### src/rtl/bus_arb_rr_pkg.sv
// Shared types and helpers for the round-robin bus arbiter.
// Holds the grant FSM state encoding and a width helper used for sizing vectors.
package bus_arb_pkg;

    typedef enum logic [1:0] {
        IDLE  = 2'd0,
        BBUSY = 2'd1,
        BWAIT = 2'd2,
        BFREE = 2'd3
    } arb_state_t;

    // Number of bits needed to index 'value' items, never less than one.
    function automatic int clog2_min1(input int value);
        int bits;
        bits = 0;
        for (int i = 0; i < 31; i++) begin
            if ((1 << i) < value) begin
                bits = i + 1;
            end
        end
        return (bits < 1) ? 1 : bits;
    endfunction

endpackage

### src/rtl/bus_arb_rr_if.sv
// Request/grant bundle between the requesting masters, the bus slave and the arbiter.
// The master modport is the arbiter's view; slave is the view of everything around it.
interface bus_arb_rr_if
    import bus_arb_pkg::*;
#(
    parameter int N_REQ = 4
) ();

    localparam int ID_W = clog2_min1(N_REQ);

    logic [N_REQ-1:0] req;
    logic             done;
    logic             dly;
    logic [N_REQ-1:0] gnt;
    logic [ID_W-1:0]  gnt_id;
    logic             busy;
    logic             timeout;

    modport master (
        input  req,
        input  done,
        input  dly,
        output gnt,
        output gnt_id,
        output busy,
        output timeout
    );

    modport slave (
        output req,
        output done,
        output dly,
        input  gnt,
        input  gnt_id,
        input  busy,
        input  timeout
    );

endinterface

### src/rtl/bus_arb_rr_rr_pick.sv
// Round-robin winner selection: first asserted request at or above i_ptr, wrapping.
// Purely combinational; i_ptr is expected to be below N.
module rr_pick
    import bus_arb_pkg::*;
#(
    parameter int N = 4
) (
    input  logic [N-1:0]                i_req,
    input  logic [clog2_min1(N)-1:0]    i_ptr,
    output logic                        o_valid,
    output logic [clog2_min1(N)-1:0]    o_id
);

    localparam int ID_W = clog2_min1(N);

    logic [ID_W:0]   w_sum [N];
    logic [ID_W-1:0] w_idx [N];
    logic [N-1:0]    w_rot;

    // Rotate the request vector so that position 0 is the pointer slot.
    generate
        for (genvar gi = 0; gi < N; gi++) begin : g_rot
            assign w_sum[gi] = {1'b0, i_ptr} + (ID_W+1)'(gi);
            assign w_idx[gi] = (w_sum[gi] >= (ID_W+1)'(N))
                             ? ID_W'(w_sum[gi] - (ID_W+1)'(N))
                             : w_sum[gi][ID_W-1:0];
            assign w_rot[gi] = i_req[w_idx[gi]];
        end
    endgenerate

    always_comb begin
        o_valid = 1'b0;
        o_id    = '0;
        for (int k = N - 1; k >= 0; k--) begin
            if (w_rot[k]) begin
                o_valid = 1'b1;
                o_id    = w_idx[k];
            end
        end
    end

endmodule

### src/rtl/bus_arb_rr.sv
// N-requester bus arbiter with IDLE/BBUSY/BWAIT/BFREE grant FSM, round-robin selection,
// programmable turnaround interval and optional hold timeout that revokes a stuck grant.
module bus_arb_rr
    import bus_arb_pkg::*;
#(
    parameter int N_REQ       = 4,
    parameter int FREE_CYCLES = 1,
    parameter int MAX_HOLD    = 0
) (
    input  logic          clk,
    input  logic          rst_n,
    bus_arb_rr_if.master  arb_bus
);

    localparam int ID_W   = clog2_min1(N_REQ);
    localparam int HOLD_W = clog2_min1(MAX_HOLD + 1);
    localparam int FREE_W = clog2_min1(FREE_CYCLES + 1);

    // The hold timer reads MAX_HOLD-1 during the MAX_HOLD-th owned cycle.
    localparam logic [HOLD_W-1:0] HOLD_LAST = HOLD_W'((MAX_HOLD > 0) ? (MAX_HOLD - 1) : 0);
    localparam logic [FREE_W-1:0] FREE_LAST = FREE_W'(FREE_CYCLES);
    localparam logic [ID_W-1:0]   LAST_ID   = ID_W'(N_REQ - 1);

    arb_state_t        r_state, w_state_next;
    logic [ID_W-1:0]   r_owner, w_owner_next;
    logic [ID_W-1:0]   r_ptr, w_ptr_next;
    logic [HOLD_W-1:0] r_hold, w_hold_next;
    logic [FREE_W-1:0] r_free, w_free_next;
    logic              r_timeout, w_timeout_next;

    logic              w_pick_valid;
    logic [ID_W-1:0]   w_pick_id;
    logic              w_hold_expired;
    logic              w_grant;
    logic              w_busy;

    rr_pick #(
        .N (N_REQ)
    ) u_pick (
        .i_req   (arb_bus.req),
        .i_ptr   (r_ptr),
        .o_valid (w_pick_valid),
        .o_id    (w_pick_id)
    );

    assign w_hold_expired = (MAX_HOLD != 0) && (r_hold == HOLD_LAST);

    always_ff @(posedge clk or negedge rst_n) begin
        if (!rst_n) begin
            r_state   <= IDLE;
            r_owner   <= '0;
            r_ptr     <= '0;
            r_hold    <= '0;
            r_free    <= '0;
            r_timeout <= 1'b0;
        end else begin
            r_state   <= w_state_next;
            r_owner   <= w_owner_next;
            r_ptr     <= w_ptr_next;
            r_hold    <= w_hold_next;
            r_free    <= w_free_next;
            r_timeout <= w_timeout_next;
        end
    end

    always_comb begin
        w_state_next   = r_state;
        w_owner_next   = r_owner;
        w_ptr_next     = r_ptr;
        w_hold_next    = r_hold;
        w_free_next    = r_free;
        w_timeout_next = 1'b0;
        w_grant        = 1'b0;

        case (r_state)
            IDLE: begin
                w_grant = w_pick_valid;
            end
            BBUSY: begin
                w_hold_next = (r_hold == '1) ? r_hold : r_hold + 1'b1;
                if (w_hold_expired) begin
                    w_state_next   = BFREE;
                    w_timeout_next = 1'b1;
                end else if (arb_bus.done) begin
                    w_state_next = arb_bus.dly ? BWAIT : BFREE;
                end
            end
            BWAIT: begin
                w_hold_next = (r_hold == '1) ? r_hold : r_hold + 1'b1;
                if (w_hold_expired) begin
                    w_state_next   = BFREE;
                    w_timeout_next = 1'b1;
                end else if (!arb_bus.dly) begin
                    w_state_next = BFREE;
                end
            end
            BFREE: begin
                if (r_free >= FREE_LAST) begin
                    w_state_next = IDLE;
                    w_grant      = w_pick_valid;
                end else begin
                    w_free_next = r_free + 1'b1;
                end
            end
            default: begin
                w_state_next = IDLE;
            end
        endcase

        // The free counter reads 1 during the first turnaround cycle.
        if ((w_state_next == BFREE) && (r_state != BFREE)) begin
            w_free_next = FREE_W'(1);
        end

        if (w_grant) begin
            w_state_next = BBUSY;
            w_owner_next = w_pick_id;
            w_ptr_next   = (w_pick_id == LAST_ID) ? '0 : w_pick_id + 1'b1;
            w_hold_next  = '0;
        end
    end

    assign w_busy          = (r_state == BBUSY) || (r_state == BWAIT);
    assign arb_bus.busy    = w_busy;
    assign arb_bus.gnt_id  = r_owner;
    assign arb_bus.timeout = r_timeout;

    generate
        for (genvar gi = 0; gi < N_REQ; gi++) begin : g_gnt
            assign arb_bus.gnt[gi] = w_busy && (r_owner == ID_W'(gi));
        end
    endgenerate

endmodule

### src/flat_wrapper.sv
// flat-port wrapper written by rule: the top's interface ports become plain ports
module bus_arb_rr_flat import bus_arb_pkg::*;
#(
    parameter int N_REQ       = 4,
    parameter int FREE_CYCLES = 1,
    parameter int MAX_HOLD    = 0
)
  (clk, rst_n, arb_bus_req, arb_bus_done, arb_bus_dly, arb_bus_gnt, arb_bus_gnt_id, arb_bus_busy, arb_bus_timeout);
  bus_arb_rr_if #(.N_REQ(N_REQ)) arb_bus_i ();
  input  logic clk;
  input  logic rst_n;
  input wire logic [$bits(arb_bus_i.req)-1:0] arb_bus_req;
  input wire logic [$bits(arb_bus_i.done)-1:0] arb_bus_done;
  input wire logic [$bits(arb_bus_i.dly)-1:0] arb_bus_dly;
  output wire logic [$bits(arb_bus_i.gnt)-1:0] arb_bus_gnt;
  output wire logic [$bits(arb_bus_i.gnt_id)-1:0] arb_bus_gnt_id;
  output wire logic [$bits(arb_bus_i.busy)-1:0] arb_bus_busy;
  output wire logic [$bits(arb_bus_i.timeout)-1:0] arb_bus_timeout;
  assign arb_bus_i.req = arb_bus_req;
  assign arb_bus_i.done = arb_bus_done;
  assign arb_bus_i.dly = arb_bus_dly;
  assign arb_bus_gnt = arb_bus_i.gnt;
  assign arb_bus_gnt_id = arb_bus_i.gnt_id;
  assign arb_bus_busy = arb_bus_i.busy;
  assign arb_bus_timeout = arb_bus_i.timeout;
  bus_arb_rr #(.N_REQ(N_REQ), .FREE_CYCLES(FREE_CYCLES), .MAX_HOLD(MAX_HOLD)) u_core (.clk(clk), .rst_n(rst_n), .arb_bus(arb_bus_i));
endmodule
### config.mk
export PLATFORM = sky130hd
export DESIGN_NAME = bus_arb_rr_flat
export DESIGN_NICKNAME = d
export VERILOG_FILES = /design/src/rtl/bus_arb_rr_pkg.sv /design/src/rtl/bus_arb_rr_if.sv /design/src/rtl/bus_arb_rr_rr_pick.sv /design/src/rtl/bus_arb_rr.sv /design/src/flat_wrapper.sv
export SDC_FILE = /design/constraint.sdc
export NUM_CORES = 1
export LEC_CHECK = 0
export BUFFER_PORTS_ARGS = -buffer_cell sky130_fd_sc_hd__clkbuf_2
export CORE_AREA = 10 10 47 49
export CTS_CLUSTER_SIZE = 28
export DETAILED_ROUTE_END_ITERATION = 12
export DIE_AREA = 0 0 57 59
export PLACE_DENSITY = 0.7
export SLEW_MARGIN = 5
export SYNTH_ARGS = -nofsm -noshare
export SYNTH_HDL_FRONTEND = slang
export SYNTH_SLANG_ARGS = --single-unit
### constraint.sdc
create_clock -name clk -period 1.7 [get_ports clk]
set_clock_uncertainty 0.15 [all_clocks]
set_input_delay 0.085 -clock clk [delete_from_list [all_inputs] [get_ports clk]]
set_output_delay 0.085 -clock clk [all_outputs]
set_load 0.05 [all_outputs]
==> metrics.yaml <==
timing:
  slew_viol_final: 0
  rsz0062_at_grt: "yes"
  setup_viol: 0
  clock.fmax_ghz: 0.603
  hold_violations: 0
  post-route-min-period_ns: 1.66
  hold_slack_ns: 0.0458
  totalNegativeSetupSlack_ns: 0
  fin_crit_sh_pct: 97.6
clock_network:
  clkLatencyLatePin_ns: 0.26
  cts_sinks: 7
  clk_path_buf_depth: 2
  cts_root_buf: "clkbuf_4"
  post_cts.repair.setup_buffers: 0
  cts_tree: "done"
  clkSlewWorstSetupHoldPaths_ns: 0.06
  cts_made_buffers: 3
  h-tree-depth: 1
drt:
  drc: 0
  first_pass_iters: 4
  routed_wl_um: 1200
  wl_met2_um: 612
  wl_per_cell_um: 13.0
  vias: 463
  top_layer_used: "met4"
  viasPerCell: 5.03
  drt_iter0_markers: 6
  antenna_left: 0
  wl_met1_um: 501
  wl_met3_um: 57
setup_path:
  startpoint_type: "register"
  required_ns: 1.46
  cp_top_family: "flip-flops"
  crit_path_end_kind: "output pin"
  path_buf_inv: 2
  critPathArrivalTime_ns: 1.42
  r2r_setup_slack_ns: 0.07
  crit_chain: "inv_2 -> ha_4 -> nor3b_4 -> buf_8"
  slowest_stage: "dfrtp_1"
  path_class: "reg -> out"
  crit_fanout: 5
  slowest_delay_ns: 0.39
synthesis:
  synth_edf_count: 0
  synth_cells: 56
  async_flop_share_pct: 100
  synth_top_area_cell: "dfrtp_1"
  synth-warning-count: 0
  synth_top_cell_area_share_pct: 35.4
  netlist_area_um2: 494
  synth_ff_type: "dfrtp_1"
  ys_seq_area_share_pct: 35.4
  syn_avg_cell_area_um2: 8.83
  synth_nets: 69
  synth_seq_cells: 7
  synthDistinctLibCells: 24
  synthTopCellsByArea: "dfrtp_1 (35%), ha_1 (13%), a21oi_1 (7.1%)"
placed_design:
  dpl.hpwl_um: 1000
  placedInstanceArea_um2: 649
  routabilityCongestion: 0.821
  port-buffer-count: 14
layout:
  regArea_um2: 176
  drive_above_1_share_pct: 43.4
  design_area_um2: 743
  diodes: 0
  nNetsFinal: 90
  area_delta_synth_final_pct: 50.4
  multiInputGateArea_um2: 359
  fillers: 136
grt:
  antenna_found_initial: 0
  track_usage_pct: 7.57
  grt_max_degree: 8
  grt_pass1_wl_um: 2060
  grt_overflow: 0
  grt_pass1_vias: 496
floorplan:
  io_pins: 16
  num_rows: 14
  start_util_pct: 35.3
  coreArea_um2: 1400
  dieWidth_um: 57
  die_area_um2: 3360
  fp.dieH_um: 59
run_status:
  status: "completed"
flow_run:
  maxCapViolations: 0
worst_hold_path:
  hp-class: "in -> async"
[area by class of cell]
type | count | share of cell area [%]
inverter | 7 | 3.54
clock buffer | 4 | 3.54
sequential | 7 | 23.7
timing repair buffer | 17 | 18.2
tap | 16 | 2.69
multi-input combinational | 41 | 48.3
[routing by layer]
layer | up-vias | track usage [%]
li1 | 231 | -
met1 | 220 | 7.87
met3 | 2 | 3.43
met2 | 10 | 11.9
met4 | 0 | 5.37
met5 | - | 0
[synth_stat cells, types with 2 or more instances]
library cell,instances
a21oi_1,7
dfrtp_1,7
inv_1,7
ha_1,5
nor2_1,4
o21ai_0,4
nand2_1,2
nand2b_1,2
nor2b_1,2
nor3b_1,2
[cell families after synthesis]
kind of cell / count (synthesis) / synth area share, %
compound gates: 17 / 22.0
simple gates: 16 / 18.2
buf+inv: 8 / 6.84
flops: 7 / 35.4
fa+ha+maj: 5 / 12.7
other cells: 1 / 0.759
xor+xnor: 1 / 1.77
mux: 1 / 2.28
[layout by cell type (no fill, tap or decap), drive strengths merged, types with 4 or more instances in the layout]
cell type	instances
a21oi	7
buf	6
clkbuf	14
dfrtp	7
ha	5
inv	7
nor2	4
o21ai	4
[state kept, by name (all words and copies together), names as in the netlist]
register and cells:
u_core.arb_bus.gnt_id 2, u_core.r_free 1, u_core.r_ptr 2, u_core.r_state 2
[final timing paths]
kind,from,end,depth (start not counted)
setup reg to reg,u_core.r_state[0],u_core.r_free,6
hold / removal,rst_n,u_core.r_state[1],2
setup / recovery,u_core.r_state[1],arb_bus_gnt[1],4
min in group clk,arb_bus_dly,u_core.r_state[0],3
hold reg to reg,u_core.r_ptr[0],u_core.r_ptr[0],1
max in group asynchronous,rst_n,u_core.arb_bus.gnt_id[0],2
[repair_timing]
action	CTS	global route
hold endpoints to repair	7	0
hold buffers	1	0
pin swaps	1	2
gates resized for setup	11	8
setup endpoints to repair	5	9
[per-stage QoR]
stage	utilization [%]	worst slack, ns	cells
floorplan	-	0.00523	56
global placement	46.3	0.00386	87
detailed placement	46.3	-0.00369	87
CTS	51.6	0.0182	92
global route	53.0	-0.0525	92
finish	53.0	0.0415	92
Power is not shown: default switching activity piles up to over one toggle a cycle in this logic, so the estimate is an artifact.
